`config.mk`:
```
export PLATFORM = sky130hd
export DESIGN_NAME = conv_encoder_framer_flat
export DESIGN_NICKNAME = d
export VERILOG_FILES = /design/src/rtl/viterbi_pkg.sv /design/src/rtl/conv_encoder_framer_if.sv /design/src/rtl/channel_lfsr_noise.sv /design/src/rtl/conv_encoder_framer.sv /design/src/flat_wrapper.sv
export SDC_FILE = /design/constraint.sdc
export NUM_CORES = 1
export LEC_CHECK = 0
export ABC_AREA = 1
export CAP_MARGIN = 20
export CORE_MARGIN = 3
export CORE_UTILIZATION = 55
export DETAILED_ROUTE_END_ITERATION = 8
export GPL_ROUTABILITY_DRIVEN = 0
export PLACE_DENSITY = 0.81
export SYNTH_ARGS = -nofsm -noshare
export SYNTH_HDL_FRONTEND = slang
export SYNTH_SLANG_ARGS = --single-unit
```
`constraint.sdc`:
```
create_clock -name clk -period 3.1 [get_ports clk]
set_clock_uncertainty 0.05 [all_clocks]
set_input_delay 0.62 -clock clk [delete_from_list [all_inputs] [get_ports clk]]
set_output_delay 0.62 -clock clk [all_outputs]
set_load 0.1 [all_outputs]
```
`src/rtl/viterbi_pkg.sv`:
```
// Shared types and helpers for the convolutional encoder / Viterbi chain:
// FSM state encoding, channel LFSR step and rate-1/2 parity encoder.
package viterbi_pkg;

    typedef enum logic [1:0] {
        ST_IDLE  = 2'd0,
        ST_DATA  = 2'd1,
        ST_TAIL  = 2'd2,
        ST_FLUSH = 2'd3
    } state_e;

    localparam logic [15:0] LFSR_DEF_SEED = 16'hACE1;

    function automatic logic [15:0] lfsr_step(input logic [15:0] l);
        return {l[14:0], l[15] ^ l[13] ^ l[12] ^ l[10]};
    endfunction

    // r holds {state, newest bit} zero-extended to 7 bits, so one function serves every K.
    function automatic logic [1:0] conv_encode(input logic [6:0] r,
                                               input logic [6:0] g0,
                                               input logic [6:0] g1);
        return {^(r & g0), ^(r & g1)};
    endfunction

endpackage

```
`src/rtl/conv_encoder_framer_if.sv`:
```
// Bit-in / symbol-out stream bundle between the frame producer, the encoder and the decoder.
interface conv_encoder_framer_if;
    logic       in_valid;
    logic       in_bit;
    logic       in_ready;
    logic       sym_valid;
    logic       sym_ready;
    logic [1:0] sym;
    logic [7:0] sym_idx;
    logic       sym_last;

    modport slave (
        input  in_valid, in_bit, sym_ready,
        output in_ready, sym_valid, sym, sym_idx, sym_last
    );

    modport master (
        output in_valid, in_bit, sym_ready,
        input  in_ready, sym_valid, sym, sym_idx, sym_last
    );
endinterface

```
`src/rtl/channel_lfsr_noise.sv`:
```
// Seeded LFSR channel model: two LFSR samples per symbol give a per-bit flip mask,
// and the flips of the current frame are counted.
module channel_lfsr_noise
    import viterbi_pkg::*;
#(
    parameter logic [15:0] DEF_SEED = LFSR_DEF_SEED
) (
    input  logic        clk,
    input  logic        rst,
    input  logic        load,
    input  logic [15:0] seed,
    input  logic        noise_en,
    input  logic [15:0] noise_thresh,
    input  logic        adv,
    output logic [1:0]  flip_mask,
    output logic [8:0]  flip_count
);

    logic [15:0] lfsr_q, lfsr_d;
    logic        en_q, en_d;
    logic [15:0] thresh_q, thresh_d;
    logic [8:0]  flip_count_q, flip_count_d;
    logic [15:0] l1_s, l2_s;

    // Flip mask for the symbol being loaded, and next LFSR / counter state.
    always_comb begin
        l1_s         = lfsr_step(lfsr_q);
        l2_s         = lfsr_step(l1_s);
        lfsr_d       = lfsr_q;
        en_d         = en_q;
        thresh_d     = thresh_q;
        flip_count_d = flip_count_q;
        if (en_q) begin
            flip_mask = {(l1_s < thresh_q), (l2_s < thresh_q)};
        end else begin
            flip_mask = 2'b00;
        end
        if (load) begin
            lfsr_d       = (seed == 16'h0000) ? DEF_SEED : seed;
            en_d         = noise_en;
            thresh_d     = noise_thresh;
            flip_count_d = 9'd0;
        end else if (adv && en_q) begin
            lfsr_d       = l2_s;
            flip_count_d = flip_count_q + {8'd0, flip_mask[1]} + {8'd0, flip_mask[0]};
        end else begin
            lfsr_d       = lfsr_q;
        end
    end

    // Channel state registers.
    always_ff @(posedge clk) begin
        if (rst) begin
            lfsr_q       <= DEF_SEED;
            en_q         <= 1'b0;
            thresh_q     <= 16'h0000;
            flip_count_q <= 9'd0;
        end else begin
            lfsr_q       <= lfsr_d;
            en_q         <= en_d;
            thresh_q     <= thresh_d;
            flip_count_q <= flip_count_d;
        end
    end

    assign flip_count = flip_count_q;

endmodule

```
`src/rtl/conv_encoder_framer.sv`:
```
// Frame-level rate-1/2 convolutional encoder with optional zero tail and LFSR noise,
// producing the symbol stream consumed by viterbi_universal.
module conv_encoder_framer
    import viterbi_pkg::*;
#(
    parameter int          K        = 7,
    parameter logic [6:0]  G0       = 7'b1111001,
    parameter logic [6:0]  G1       = 7'b1011011,
    parameter logic [15:0] DEF_SEED = 16'hACE1
) (
    input  logic                         clk,
    input  logic                         rst,
    input  logic                         start,
    input  logic [7:0]                   frame_len,
    input  logic                         tail_en,
    input  logic                         noise_en,
    input  logic [15:0]                  noise_thresh,
    input  logic [15:0]                  seed,
    conv_encoder_framer_if.slave         s_if,
    output logic                         busy,
    output logic                         done,
    output logic [7:0]                   out_len,
    output logic [8:0]                   flip_count
);

    localparam logic [5:0] ST_MASK  = 6'((1 << (K - 1)) - 1);
    localparam logic [8:0] TAIL_LEN = 9'(K - 1);

    state_e     state_q, state_d;
    logic [5:0] st_q, st_d;
    logic [7:0] bit_cnt_q, bit_cnt_d;
    logic [7:0] frame_len_q, frame_len_d;
    logic [7:0] total_q, total_d;
    logic       sym_valid_q, sym_valid_d;
    logic [1:0] sym_q, sym_d;
    logic [7:0] sym_idx_q, sym_idx_d;
    logic       sym_last_q, sym_last_d;
    logic       done_q, done_d;
    logic [7:0] out_len_q, out_len_d;

    logic       start_s, slot_s, in_ready_s, load_s, b_s, last_hs_s;
    logic [8:0] cnt_nxt_s, sum_s;
    logic [7:0] total_s;
    logic [1:0] flip_mask_s;

    // The output register can take a new symbol when empty or being drained this cycle.
    assign start_s    = (state_q == ST_IDLE) && start;
    assign slot_s     = !sym_valid_q || s_if.sym_ready;
    assign in_ready_s = (state_q == ST_DATA) && slot_s;
    assign load_s     = (in_ready_s && s_if.in_valid) || ((state_q == ST_TAIL) && slot_s);
    assign b_s        = (state_q == ST_DATA) ? s_if.in_bit : 1'b0;
    assign cnt_nxt_s  = {1'b0, bit_cnt_q} + 9'd1;
    assign sum_s      = {1'b0, frame_len} + (tail_en ? TAIL_LEN : 9'd0);
    assign total_s    = sum_s[8] ? 8'hFF : sum_s[7:0];
    assign last_hs_s  = sym_valid_q && s_if.sym_ready && sym_last_q;

    channel_lfsr_noise #(.DEF_SEED(DEF_SEED)) u_noise (
        .clk          (clk),
        .rst          (rst),
        .load         (start_s),
        .seed         (seed),
        .noise_en     (noise_en),
        .noise_thresh (noise_thresh),
        .adv          (load_s),
        .flip_mask    (flip_mask_s),
        .flip_count   (flip_count)
    );

    // Symbol register update and frame sequencing.
    always_comb begin
        state_d     = state_q;
        st_d        = st_q;
        bit_cnt_d   = bit_cnt_q;
        frame_len_d = frame_len_q;
        total_d     = total_q;
        sym_valid_d = sym_valid_q;
        sym_d       = sym_q;
        sym_idx_d   = sym_idx_q;
        sym_last_d  = sym_last_q;
        done_d      = 1'b0;
        out_len_d   = out_len_q;

        if (load_s) begin
            sym_valid_d = 1'b1;
            sym_d       = conv_encode({st_q, b_s}, G0, G1) ^ flip_mask_s;
            sym_idx_d   = bit_cnt_q;
            sym_last_d  = (cnt_nxt_s == {1'b0, total_q});
            bit_cnt_d   = cnt_nxt_s[7:0];
            st_d        = {st_q[4:0], b_s} & ST_MASK;
        end else if (sym_valid_q && s_if.sym_ready) begin
            sym_valid_d = 1'b0;
        end else begin
            sym_valid_d = sym_valid_q;
        end

        case (state_q)
            ST_IDLE: begin
                if (start) begin
                    frame_len_d = frame_len;
                    total_d     = total_s;
                    st_d        = 6'd0;
                    bit_cnt_d   = 8'd0;
                    sym_idx_d   = 8'd0;
                    sym_last_d  = 1'b0;
                    if (frame_len != 8'd0) begin
                        state_d = ST_DATA;
                    end else if (tail_en) begin
                        state_d = ST_TAIL;
                    end else begin
                        // Empty frame: nothing to emit, report completion straight away.
                        state_d   = ST_FLUSH;
                        done_d    = 1'b1;
                        out_len_d = 8'd0;
                    end
                end else begin
                    state_d = ST_IDLE;
                end
            end
            ST_DATA: begin
                if (load_s && (cnt_nxt_s == {1'b0, frame_len_q})) begin
                    state_d = (cnt_nxt_s < {1'b0, total_q}) ? ST_TAIL : ST_FLUSH;
                end else begin
                    state_d = ST_DATA;
                end
            end
            ST_TAIL: begin
                if (load_s && (cnt_nxt_s == {1'b0, total_q})) begin
                    state_d = ST_FLUSH;
                end else begin
                    state_d = ST_TAIL;
                end
            end
            ST_FLUSH: begin
                if (last_hs_s) begin
                    state_d   = ST_IDLE;
                    done_d    = 1'b1;
                    out_len_d = total_q;
                end else if (!sym_valid_q) begin
                    state_d = ST_IDLE;
                end else begin
                    state_d = ST_FLUSH;
                end
            end
            default: begin
                state_d = ST_IDLE;
            end
        endcase
    end

    // Frame state and output registers.
    always_ff @(posedge clk) begin
        if (rst) begin
            state_q     <= ST_IDLE;
            st_q        <= 6'd0;
            bit_cnt_q   <= 8'd0;
            frame_len_q <= 8'd0;
            total_q     <= 8'd0;
            sym_valid_q <= 1'b0;
            sym_q       <= 2'b00;
            sym_idx_q   <= 8'd0;
            sym_last_q  <= 1'b0;
            done_q      <= 1'b0;
            out_len_q   <= 8'd0;
        end else begin
            state_q     <= state_d;
            st_q        <= st_d;
            bit_cnt_q   <= bit_cnt_d;
            frame_len_q <= frame_len_d;
            total_q     <= total_d;
            sym_valid_q <= sym_valid_d;
            sym_q       <= sym_d;
            sym_idx_q   <= sym_idx_d;
            sym_last_q  <= sym_last_d;
            done_q      <= done_d;
            out_len_q   <= out_len_d;
        end
    end

    assign s_if.in_ready  = in_ready_s;
    assign s_if.sym_valid = sym_valid_q;
    assign s_if.sym       = sym_q;
    assign s_if.sym_idx   = sym_idx_q;
    assign s_if.sym_last  = sym_last_q;
    assign busy           = (state_q != ST_IDLE);
    assign done           = done_q;
    assign out_len        = out_len_q;

endmodule

```
`src/flat_wrapper.sv`:
```
// flat-port wrapper written by rule: the top's interface ports become plain ports
module conv_encoder_framer_flat import viterbi_pkg::*;
#(
    parameter int          K        = 7,
    parameter logic [6:0]  G0       = 7'b1111001,
    parameter logic [6:0]  G1       = 7'b1011011,
    parameter logic [15:0] DEF_SEED = 16'hACE1
)
  (clk, rst, start, frame_len, tail_en, noise_en, noise_thresh, seed, busy, done, out_len, flip_count, s_if_in_valid, s_if_in_bit, s_if_sym_ready, s_if_in_ready, s_if_sym_valid, s_if_sym, s_if_sym_idx, s_if_sym_last);
  conv_encoder_framer_if s_if_i ();
  input  logic clk;
  input  logic rst;
  input  logic start;
  input  logic [7:0] frame_len;
  input  logic tail_en;
  input  logic noise_en;
  input  logic [15:0] noise_thresh;
  input  logic [15:0] seed;
  output logic busy;
  output logic done;
  output logic [7:0] out_len;
  output logic [8:0] flip_count;
  input wire logic [$bits(s_if_i.in_valid)-1:0] s_if_in_valid;
  input wire logic [$bits(s_if_i.in_bit)-1:0] s_if_in_bit;
  input wire logic [$bits(s_if_i.sym_ready)-1:0] s_if_sym_ready;
  output wire logic [$bits(s_if_i.in_ready)-1:0] s_if_in_ready;
  output wire logic [$bits(s_if_i.sym_valid)-1:0] s_if_sym_valid;
  output wire logic [$bits(s_if_i.sym)-1:0] s_if_sym;
  output wire logic [$bits(s_if_i.sym_idx)-1:0] s_if_sym_idx;
  output wire logic [$bits(s_if_i.sym_last)-1:0] s_if_sym_last;
  assign s_if_i.in_valid = s_if_in_valid;
  assign s_if_i.in_bit = s_if_in_bit;
  assign s_if_i.sym_ready = s_if_sym_ready;
  assign s_if_in_ready = s_if_i.in_ready;
  assign s_if_sym_valid = s_if_i.sym_valid;
  assign s_if_sym = s_if_i.sym;
  assign s_if_sym_idx = s_if_i.sym_idx;
  assign s_if_sym_last = s_if_i.sym_last;
  conv_encoder_framer #(.K(K), .G0(G0), .G1(G1), .DEF_SEED(DEF_SEED)) u_core (.clk(clk), .rst(rst), .start(start), .frame_len(frame_len), .tail_en(tail_en), .noise_en(noise_en), .noise_thresh(noise_thresh), .seed(seed), .s_if(s_if_i), .busy(busy), .done(done), .out_len(out_len), .flip_count(flip_count));
endmodule
```
# Yosys cells after proc, flatten, opt, wreduce, memory -nomap -nowiden
# Index checks and enable logic that the tools add are counted.
# op_classes
addsub	4
n_lt_le_gt_ge	3
eq_ne	9
muxes	40
n_bitwise	7
n_reduce_logical	24
# ops
operator	n
$mux 8	11
$mux 16	3
$lt 16x16->1	2
$add 9x1->9	2
$eq 9x8->1	2
$mux 6	3
$logic_not 16->1	1
$pmux 8 s2	1
$reduce_xor 7->1	2
$mux 1	13
$mux 2	6
$add 8x1->9 const B	1
$add 8x9->9	1
$logic_and 1x1->1	9
$lt 9x8->1	1
$pmux 2 s4	1
$reduce_bool 2->1	4
$reduce_bool 8->1	1
$ne 2x2->1 const B	3
$xor 1x1->1	6
$reduce_and 5->1	1
$eq 2x2->1 const B	2
$mux 3	1
$eq 2x1->1 const B	1
other kinds (8)	9
# word_totals
ff_bits	95
elab_cells	102

# Depth between registers and ports, before layout
# depth
depth_word	8
mapped_depth	24
mapped_depth_nobuf	24

# Modules after synthesis
# From an unflattened synthesis, not the netlist that was laid out.
# unflattened
cells_unflattened	740
area_unflattened_um2	5321.4
# by_module_without_submodules
mod	n_inst	cells_per_inst	area_per_inst_um2
conv_encoder_framer	1	375	2712.6
channel_lfsr_noise	1	365	2608.8

# Worst setup path before layout
# Ideal clock, no wire load.
# synth_path
path_kind	register to output
start	reg u_core.sym_valid_q, in the netlist u_core.s_if.sym_valid
end	out s_if_in_ready
arrival_time_ns	3.017
setup_slack_ns	-0.587
stages_incl_launch_ff	2
path_buffers	0
path_cell_list	dfxtp_1 > a21boi_0
# synth_via
elab_chain_cells	3
# synth_rtl
item	line	source
start, declared	conv_encoder_framer.sv:34	logic sym_valid_q, sym_valid_d;
start signal, assigned	conv_encoder_framer.sv:170	sym_valid_q <= sym_valid_d;
$logic_not 1->1	conv_encoder_framer.sv:48	assign slot_s = !sym_valid_q || s_if.sym_ready;
$logic_or 1x1->1	conv_encoder_framer.sv:48	
$logic_and 1x1->1	conv_encoder_framer.sv:49	assign in_ready_s = (state_q == ST_DATA) && slot_s;
end, declared	flat_wrapper.sv:26	output wire logic [$bits(s_if_i.in_ready)-1:0] s_if_in_ready;
# No other way between the ends.

# Final worst setup path
# layout_path
start	reg u_core.u_noise.lfsr_q[12]
end	reg u_core.u_noise.flip_count_q[6], in the netlist u_core.u_noise.flip_count[6]
# layout_via
elab_chain_cells	6
# layout_rtl
item	line	source
start, declared	channel_lfsr_noise.sv:19	logic [15:0] lfsr_q, lfsr_d;
start signal, assigned	channel_lfsr_noise.sv:59	lfsr_q <= lfsr_d;
$xor 1x1->1 (2 in series)	viterbi_pkg.sv:15	return {l[14:0], l[15] ^ l[13] ^ l[12] ^ l[10]};
$lt 16x16->1 / $xor 1x1->1 (equally long branches)	channel_lfsr_noise.sv:34, viterbi_pkg.sv:15	
$mux 2 (*)	channel_lfsr_noise.sv:33	if (en_q) begin
$add 9x1->9 / $mux 2 (equally long branches)	channel_lfsr_noise.sv:45, channel_lfsr_noise.sv:33	
$add 9x1->9 (*)	channel_lfsr_noise.sv:45	flip_count_d = flip_count_q + {8'd0, flip_mask[1]} + {8'd0, flip_mask[0]};
end signal, assigned	channel_lfsr_noise.sv:62	flip_count_q <= flip_count_d;
end, declared	channel_lfsr_noise.sv:22	logic [8:0] flip_count_q, flip_count_d;
# Every way passes the cells marked *; elsewhere a longest branch is shown, timed or not.
# A chain may end at the register's enable or synchronous reset.

==> out/results.txt <==
The tools report the net count of the finished layout as 897. Setup slack closes at 0.179 ns. The overall die width came out at 104 um. The critical path class was register to register. The number of global-route vias before repair was 4899.

The count of warnings emitted by yosys is 0, and the top achievable clock speed is 342 MHz. Measured in cells, the most critical reg-to-reg path has a length of 24. The H-tree generated during clock tree synthesis spans 3 levels.

The clock period minus final worst setup slack works out to 2.92 ns. For the worst-skew pair, the clock arrives at the later sink with an insertion delay of 0.36 ns. The fraction of the cycle the final worst path needs was 94.2%. The worst register-to-register path begins at u_core.u_noise.lfsr_q[12]$_SDFFE_PP0P_.

The measured slew at the worst slew-check pin was 0.694 ns; the data arrival time of the critical path was 3.13 ns. The number of different library cells used by synthesis comes to 47. Setup violations remaining at the end of the flow were counted as 0. The run gives 24.5% as the total track usage. The most instantiated flip-flop cell in the synthesis netlist was sky130_fd_sc_hd__dfxtp_1.

In the routed layout, each cell is associated on average with a via count of 5.49. For this run, design rule violations remaining after detail routing come to 0. Area fraction of the dominant cell type after synthesis: 36.0%. The longest clock path from root to sink contains 2 buffers.

From synthesis to final layout, the design area changed by 21.6%. In this run the most critical hold path is launched from u_core.total_q[4]$_SDFFE_PP0P_. In the synthesized netlist, the number of instances is 722. The logs give 0 for the count of max-cap constraint violations and 818 for the synthesized net count. For this run, the slowest stage of the critical path takes 0.40 ns. After detailed placement, the total cell area comes to 0.00614 mm^2. The areal power density over the cells is 433 mW/mm^2.

TritonCTS created 9 clock buffers. The number of hold-slack violations in the final timing report is 0, and the die extent in y is 104 um. The required time of the worst setup path is 3.31 ns.

The post-detailed-route count of antenna-violating nets is 0, and the fraction of the yosys area taken by sequential cells is 36.0%. After synthesis, the mean cell area works out to 7.32 um^2. At the end of the flow the core is filled with cells to 69.2%.

The number of hold buffers added after CTS was 0. The routed length per instance came out at 14.1 um. The commonest cells after synthesis are sky130_fd_sc_hd__nand2_1 (140), sky130_fd_sc_hd__dfxtp_1 (95), sky130_fd_sc_hd__inv_1 (84). The overall overflow remaining after global route was 0. The endpoint identified for the worst register-to-register timing path is u_core.u_noise.flip_count[6]$_SDFFE_PP0P_. In this run the cell area of the synthesized design comes to 0.00528 mm^2.

The pre-antenna-repair detailed-routing pass consisted of 5 iterations. Along the worst hold path, the cell count comes to 2. The routed layout has 5129 vias. Initial antenna violation count: 0.

Ranked by total cell area, the synthesized netlist is headed by sky130_fd_sc_hd__dfxtp_1 (36%), sky130_fd_sc_hd__ha_1 (11%), sky130_fd_sc_hd__nand2_1 (9.9%). The maximum number of pins on one net before global-route repair is 47. Traced cell by cell, the critical path runs through inv_2 -> nand2_1 -> nand2_1 -> nand2_1 -> nand2_2 -> ha_1 -> nand2_1 -> nand2_1 -> nand2_1 -> nand2_1 -> nand2_1 -> nand2_2 -> nand2_2 -> nand2_1 -> fa_2 -> inv_2 -> ha_2 -> nand2_2 -> nor2_4 -> nand2_2 -> nor2_4 -> buf_4 -> xor2_1 -> nor2_1.

The run finished with clean final reports. Root buffer selected by CTS: sky130_fd_sc_hd__clkbuf_8. In this run, synthesis produced a sequential element count of 95. Relative slew slack: 53.5%. For the final-report max-slew violation count, the log shows 0. The biggest area contributor in the post-synthesis netlist is sky130_fd_sc_hd__dfxtp_1.

The repair_antennas step left the layout with diodes totalling 0. The floorplan step defined a die boundary enclosing 0.0108 mm^2. The clock net sink count came out at 95. The kind of start point of the critical path was a register.

Of the cells placed in the final design, the portion with a size suffix greater than 1 is 12.4%. Highest-delay cell along the critical path: sky130_fd_sc_hd__dfxtp_4. Input and output buffers added on the ports amount to 79. Hold path endpoint: u_core.out_len[4]$_SDFFE_PP0P_. In this run the worst path has a maximum fanout of 7.

The total core area is 0.00928 mm^2. TritonCTS built the clock tree. The effective utilization at floorplan is 56.9%. The tools report the register-to-register setup slack as 0.18 ns.

At the placement stage, the worst setup path has a slack of -0.0427 ns. The cell that appears most often on the critical path is sky130_fd_sc_hd__nand2_1. The first routing iteration left 327 violations. The tools report the count of pins on the block boundary as 80. The leakage power is 2.81 nW, and the routed wire length is 13200 um. The tools report the largest voltage drop on the vdd net as 0.000259 V.

The count of flip-flops with a built-in enable after synthesis works out to 0. Counting flops with an async set or reset pin after synthesis yields a share of 0%. For the post-route cell area, the log shows 0.00643 mm^2.

The class of the most critical hold timing path is register to register. The first global-routing pass estimated 22400 um of wire. The category of the worst setup path capture point is a register. The clock transition time at the flip-flop clock pins of the worst setup and hold paths is 0.10 ns, and the final HPWL from detailed placement is 9860 um. The dominant cell by count in the synthesized netlist is sky130_fd_sc_hd__nand2_1. The row count was 35.
[metal layers]
layer	track usage, %	up-vias	wire length, um
met5	0	-	0
met4	7.79	0	231
met3	3.35	22	635
met2	40.3	170	6270
met1	33.5	2377	6090
li1	-	2560	-
[worst max-delay path by stage]
| stage | startpoint | end | slack, ns | cells after the start |
|---|---|---|---|---|
| 5_1_grt | u_core.u_noise.thresh_q[11]$_SDFFE_PP0P_ | u_core.u_noise.flip_count[8]$_SDFFE_PP0P_ | -0.02 | 17 |
| 6_report | u_core.u_noise.lfsr_q[12]$_SDFFE_PP0P_ | u_core.u_noise.flip_count[6]$_SDFFE_PP0P_ | 0.18 | 24 |
| 4_1_cts | u_core.u_noise.lfsr_q[10]$_SDFFE_PP1P_ | u_core.u_noise.flip_count[8]$_SDFFE_PP0P_ | 0.02 | 24 |
| 2_1_floorplan | u_core.s_if.sym_valid$_SDFFE_PP0P_ | s_if_in_ready | 0.15 | 1 |
| 3_3_place_gp | u_core.u_noise.lfsr_q[12]$_SDFFE_PP0P_ | u_core.u_noise.flip_count[8]$_SDFFE_PP0P_ | 0.12 | 24 |
| 3_5_place_dp | u_core.u_noise.lfsr_q[12]$_SDFFE_PP0P_ | u_core.u_noise.flip_count[8]$_SDFFE_PP0P_ | -0.04 | 24 |
[flip-flops by register name (all words and copies together) (netlist names)]
register and count:
u_core.bit_cnt_q 8, u_core.done 1, u_core.frame_len_q 8, u_core.out_len 8
u_core.s_if.sym 2, u_core.s_if.sym_idx 8, u_core.s_if.sym_last 1, u_core.s_if.sym_valid 1
u_core.st_q 6, u_core.state_q 2, u_core.total_q 8, u_core.u_noise.en_q 1
u_core.u_noise.flip_count 9, u_core.u_noise.lfsr_q 16, u_core.u_noise.thresh_q 16
[worst max-delay path, delay by kind of cell (launching register included)]
| kind | cells | cell delay, ns |
|---|---|---|
| buffers and inverters | 3 | 0.24 |
| AND/OR/NAND/NOR | 17 | 1.25 |
| adder cells (fa/ha/maj) | 3 | 0.76 |
| XOR/XNOR | 1 | 0.14 |
| flip-flops | 1 | 0.40 |
[layout by cell type (no fill, tap or decap), types with 2 or more instances in the layout]
cell,count
sky130_fd_sc_hd__xnor2_1,5
sky130_fd_sc_hd__nand3b_1,3
sky130_fd_sc_hd__clkinv_1,2
sky130_fd_sc_hd__inv_1,81
sky130_fd_sc_hd__buf_4,45
sky130_fd_sc_hd__nor2_4,4
sky130_fd_sc_hd__nand2_2,12
sky130_fd_sc_hd__nor2_1,65
sky130_fd_sc_hd__o21a_1,2
sky130_fd_sc_hd__a31oi_1,10
sky130_fd_sc_hd__o2111ai_1,4
sky130_fd_sc_hd__o21ai_0,68
sky130_fd_sc_hd__nand4_1,9
sky130_fd_sc_hd__o221ai_1,2
sky130_fd_sc_hd__a211oi_1,5
sky130_fd_sc_hd__a221oi_1,4
sky130_fd_sc_hd__inv_2,5
sky130_fd_sc_hd__clkdlybuf4s50_1,47
sky130_fd_sc_hd__o21ai_1,2
sky130_fd_sc_hd__nand3_1,27
sky130_fd_sc_hd__nor2_2,4
sky130_fd_sc_hd__ha_1,45
sky130_fd_sc_hd__a21oi_1,68
sky130_fd_sc_hd__clkinvlp_4,3
sky130_fd_sc_hd__nor3_1,6
sky130_fd_sc_hd__nor4_1,2
sky130_fd_sc_hd__dfxtp_1,91
sky130_fd_sc_hd__xor2_1,12
sky130_fd_sc_hd__dfxtp_4,3
sky130_fd_sc_hd__nand2_1,133
sky130_fd_sc_hd__clkbuf_8,9
[through the flow]
step | total power [mW] | hold WS [ns] | instances | setup TNS, ns
CTS | 2.78 | 0.413 | 931 | 0
detailed placement | 1.95 | 0.400 | 915 | -0.0427
floorplan | 1.76 | 0.388 | 722 | 0
global placement | 1.93 | 0.399 | 915 | 0
global route | 2.93 | 0.441 | 935 | -0.0355
finish | 2.78 | 0.418 | 935 | 0
[power by group]
part	leakage (nW)	switching (mW)	internal, mW
registers	0.780	0.0521	1.28
logic	1.94	0.373	0.241
clock network	0.0891	0.452	0.378
total	2.81	0.878	1.90
[logic make-up (layout without fill, tap and decap cells)]
logic type	Yosys count	in the layout	synth area share (%)
simple gates	273	273	22.7
compound gates	176	176	18.6
buf+inv	113	197	8.17
flops	95	95	36.0
fa+ha+maj	48	48	11.7
xor+xnor	17	17	2.82
[what timing repair did]
item	4_1_cts	5_1_grt
pin swaps	0	6
endpoints found under the setup margin	1	4
resized for setup	1	23
buffers inserted	0	4
[area by class of cell]
| class | count | area (um^2) |
|---|---|---|
| sequential | 95 | 1910 |
| inverter | 88 | 330 |
| clock inverter | 6 | 70.1 |
| tap | 129 | 161 |
| timing repair buffer | 93 | 828 |
| clock buffer | 10 | 128 |
| multi-input combinational | 514 | 2990 |
| fill | 796 | 2860 |
Note: power is estimated with default switching activity, not from simulation.
==> RTL change (same flow settings) <==
Make the reset (`rst`) asynchronous in 2 clocked blocks.
--- a/src/rtl/channel_lfsr_noise.sv
+++ b/src/rtl/channel_lfsr_noise.sv
@@ -50,5 +50,5 @@
 
     // Channel state registers.
-    always_ff @(posedge clk) begin
+    always_ff @(posedge clk or posedge rst) begin
         if (rst) begin
             lfsr_q       <= DEF_SEED;
--- a/src/rtl/conv_encoder_framer.sv
+++ b/src/rtl/conv_encoder_framer.sv
@@ -149,5 +149,5 @@
 
     // Frame state and output registers.
-    always_ff @(posedge clk) begin
+    always_ff @(posedge clk or posedge rst) begin
         if (rst) begin
             state_q     <= ST_IDLE;
Check against the original RTL: differs if rst is asserted again (counterexample within 4 cycles, from zero or initial values and one cycle with rst high); with rst held inactive, the same outputs for 4 cycles.
==> RTL change against the original RTL <==
The flow now finishes with violations (setup timing). Worst hold slack improved by 0.026 ns. Via count decreased by 2.3%. Area after synthesis increased by 5.6%. Cell area increased by 8.3%. Non-clock buffer count increased by 10. Sequential cell count unchanged. Final cell count decreased by 1.9%. Wire length increased by 7.5%. Setup slack got worse by 0.24 ns. Critical endpoint is now u_core.u_noise.flip_count[7]$_DFFE_PP0P_. Highest routed layer unchanged.
Power is not compared: it rests on default switching activity, and its combinational part moved more than twofold at a synthesized area within 25%.
==> RTL change: results <==
outcome:
  status: "finished with violations"
  failed_checks: "setup timing"
yosys:
  syn-num-nets: 779
  seq_area_frac_synth_pct: 42.8
  ys_types: 45
  synthArstFlopShare_pct: 100
  synthFlopType: "dfrtp_1"
  syn_area_per_cell_um2: 8.17
  synth_area_leaders: "dfrtp_1 39%, ha_1 10%, nand2_1 9.3%"
  synthTopCellsByCount: "138 x nand2_1, 93 x inv_1, 87 x dfrtp_1, 58 x o21ai_0, 55 x nor2_1"
route:
  wl_per_cell_um: 15.5
  drtIter0Drc: 327
  dr.pass1.iters: 6
  ant_nets: 0
  wl_mm: 14.2
  vias: 5013
timing:
  setup_viol: 2
  fin_ws_ns: -0.0576
  slew_headroom_pct: 60.9
global_route:
  grt_pass1_vias: 5195
  grt_max_degree: 54
  grt_usage_pct: 26.2
  grt_pass1_wl_mm: 24.1
setup_path:
  rr_worst_depth: 23
  r2r-start: "u_core.u_noise.lfsr_q[13]$_DFFE_PP1P_"
  cp_data_arrival_time_ns: 3.37
  r2r_end: "u_core.u_noise.flip_count[7]$_DFFE_PP0P_"
  crit_fanout: 4
placement:
  place_inst: 891
  dp_hpwl_mm: 10.4
  placed_area_um2: 6520
  port_buffers: 79
min_path:
  hold_start: "u_core.s_if.sym[1]$_DFFE_PP0N_"
  hold_path_end: "u_core.s_if.sym[1]$_DFFE_PP0N_"
power_and_ir_drop:
  worst_ir_drop_vdd_mv: 0.719
  internal-power_mw: 3.74
  power.density_nw_per_um2: 1030
  leakagePower_nw: 3.43
cts:
  cts_max_level: 3
  clockBufferDepth: 2
  cts-resized-gates: 8
  numCtsBuffers: 9
  cts-root-buf: "clkbuf_8"
  postCtsSetupBuffers: 4
layout:
  fin_nets: 875
  drive_above_1_share_pct: 16.6
die:
  rows: 36
RTL change: worst max-delay path: stages, from the launching register on:
cell	delay, ns
dfstp_2	0.58
nand2_2	0.06
inv_1	0.05
nor2_1	0.04
nand2_1	0.10
buf_4	0.12
nand3_1	0.08
nand2_1	0.09
nand2_1	0.05
nand2_1	0.05
nand2_1	0.08
nand2_1	0.07
nand2_1	0.05
nand2_1	0.10
nand2_1	0.12
fa_2	0.38
inv_2	0.10
nand3_4	0.09
nor3b_4	0.22
nand2_1	0.10
nor2_2	0.17
nand2_1	0.10
o21ai_1	0.13
a21oi_1	0.05
RTL change: per-stage QoR:
stage	setup TNS, ns	util (%)	hold slack (ns)	setup WS (ns)	power [mW]
after floorplan	0	-	0.418	0.0342	4.91
after global placement	0	66.3	0.423	0.0589	5.75
after detailed placement	-0.146	66.3	0.425	-0.111	5.96
after CTS	0	69.5	0.448	0.0103	7.00
after global routing	-0.820	70.9	0.443	-0.249	7.79
final	-0.0854	70.9	0.444	-0.0576	7.18
RTL change: logic make-up after synthesis:
logic type / synth area share [%]
flip-flops: 42.8
AND/OR/NAND/NOR: 20.9
adder cells (fa/ha/maj): 11.0
XOR/XNOR: 2.80
AO/OA/AOI/OAI: 14.4
buffers and inverters: 8.05
RTL change: power by group through the flow:
stage                     Sequential, mW  Clock (mW)  Combinational [mW]
after floorplan                     2.59           0                2.33
after global placement              2.11           0                3.64
after detailed placement            2.15           0                3.82
after CTS                           2.12        1.01                3.86
after global routing                2.19        1.07                4.53
final                               2.13        1.01                4.04
RTL change: worst max-delay path by stage:
stage               depth (start not counted)                                        to                                   from
floorplan                                  23  u_core.u_noise.flip_count[8]$_DFFE_PP0P_  u_core.u_noise.lfsr_q[10]$_DFFE_PP1P_
global placement                           23  u_core.u_noise.flip_count[8]$_DFFE_PP0P_  u_core.u_noise.lfsr_q[10]$_DFFE_PP1P_
detailed placement                         23  u_core.u_noise.flip_count[8]$_DFFE_PP0P_  u_core.u_noise.lfsr_q[13]$_DFFE_PP1P_
CTS                                        23  u_core.u_noise.flip_count[8]$_DFFE_PP0P_  u_core.u_noise.lfsr_q[13]$_DFFE_PP1P_
global route                               22  u_core.u_noise.flip_count[8]$_DFFE_PP0P_  u_core.u_noise.lfsr_q[13]$_DFFE_PP1P_
finish                                     23  u_core.u_noise.flip_count[7]$_DFFE_PP0P_  u_core.u_noise.lfsr_q[13]$_DFFE_PP1P_
RTL change: layout make-up:
class                      count  area [um2]
multi-input combinational    470        2860
fill                         801        2860
timing repair buffer         103         923
sequential                    95        2390
clock inverter                 5         104
clock buffer                  11         141
inverter                     100         379
tap                          133         166
RTL change: per-layer routing:
metal	share of wire, %	global-route usage (%)	vias up
met5	0	0	-
met1	41	31.7	2369
met2	51	46.0	164
met3	5.9	5.18	37
met4	2.8	9.86	0
li1	-	-	2443
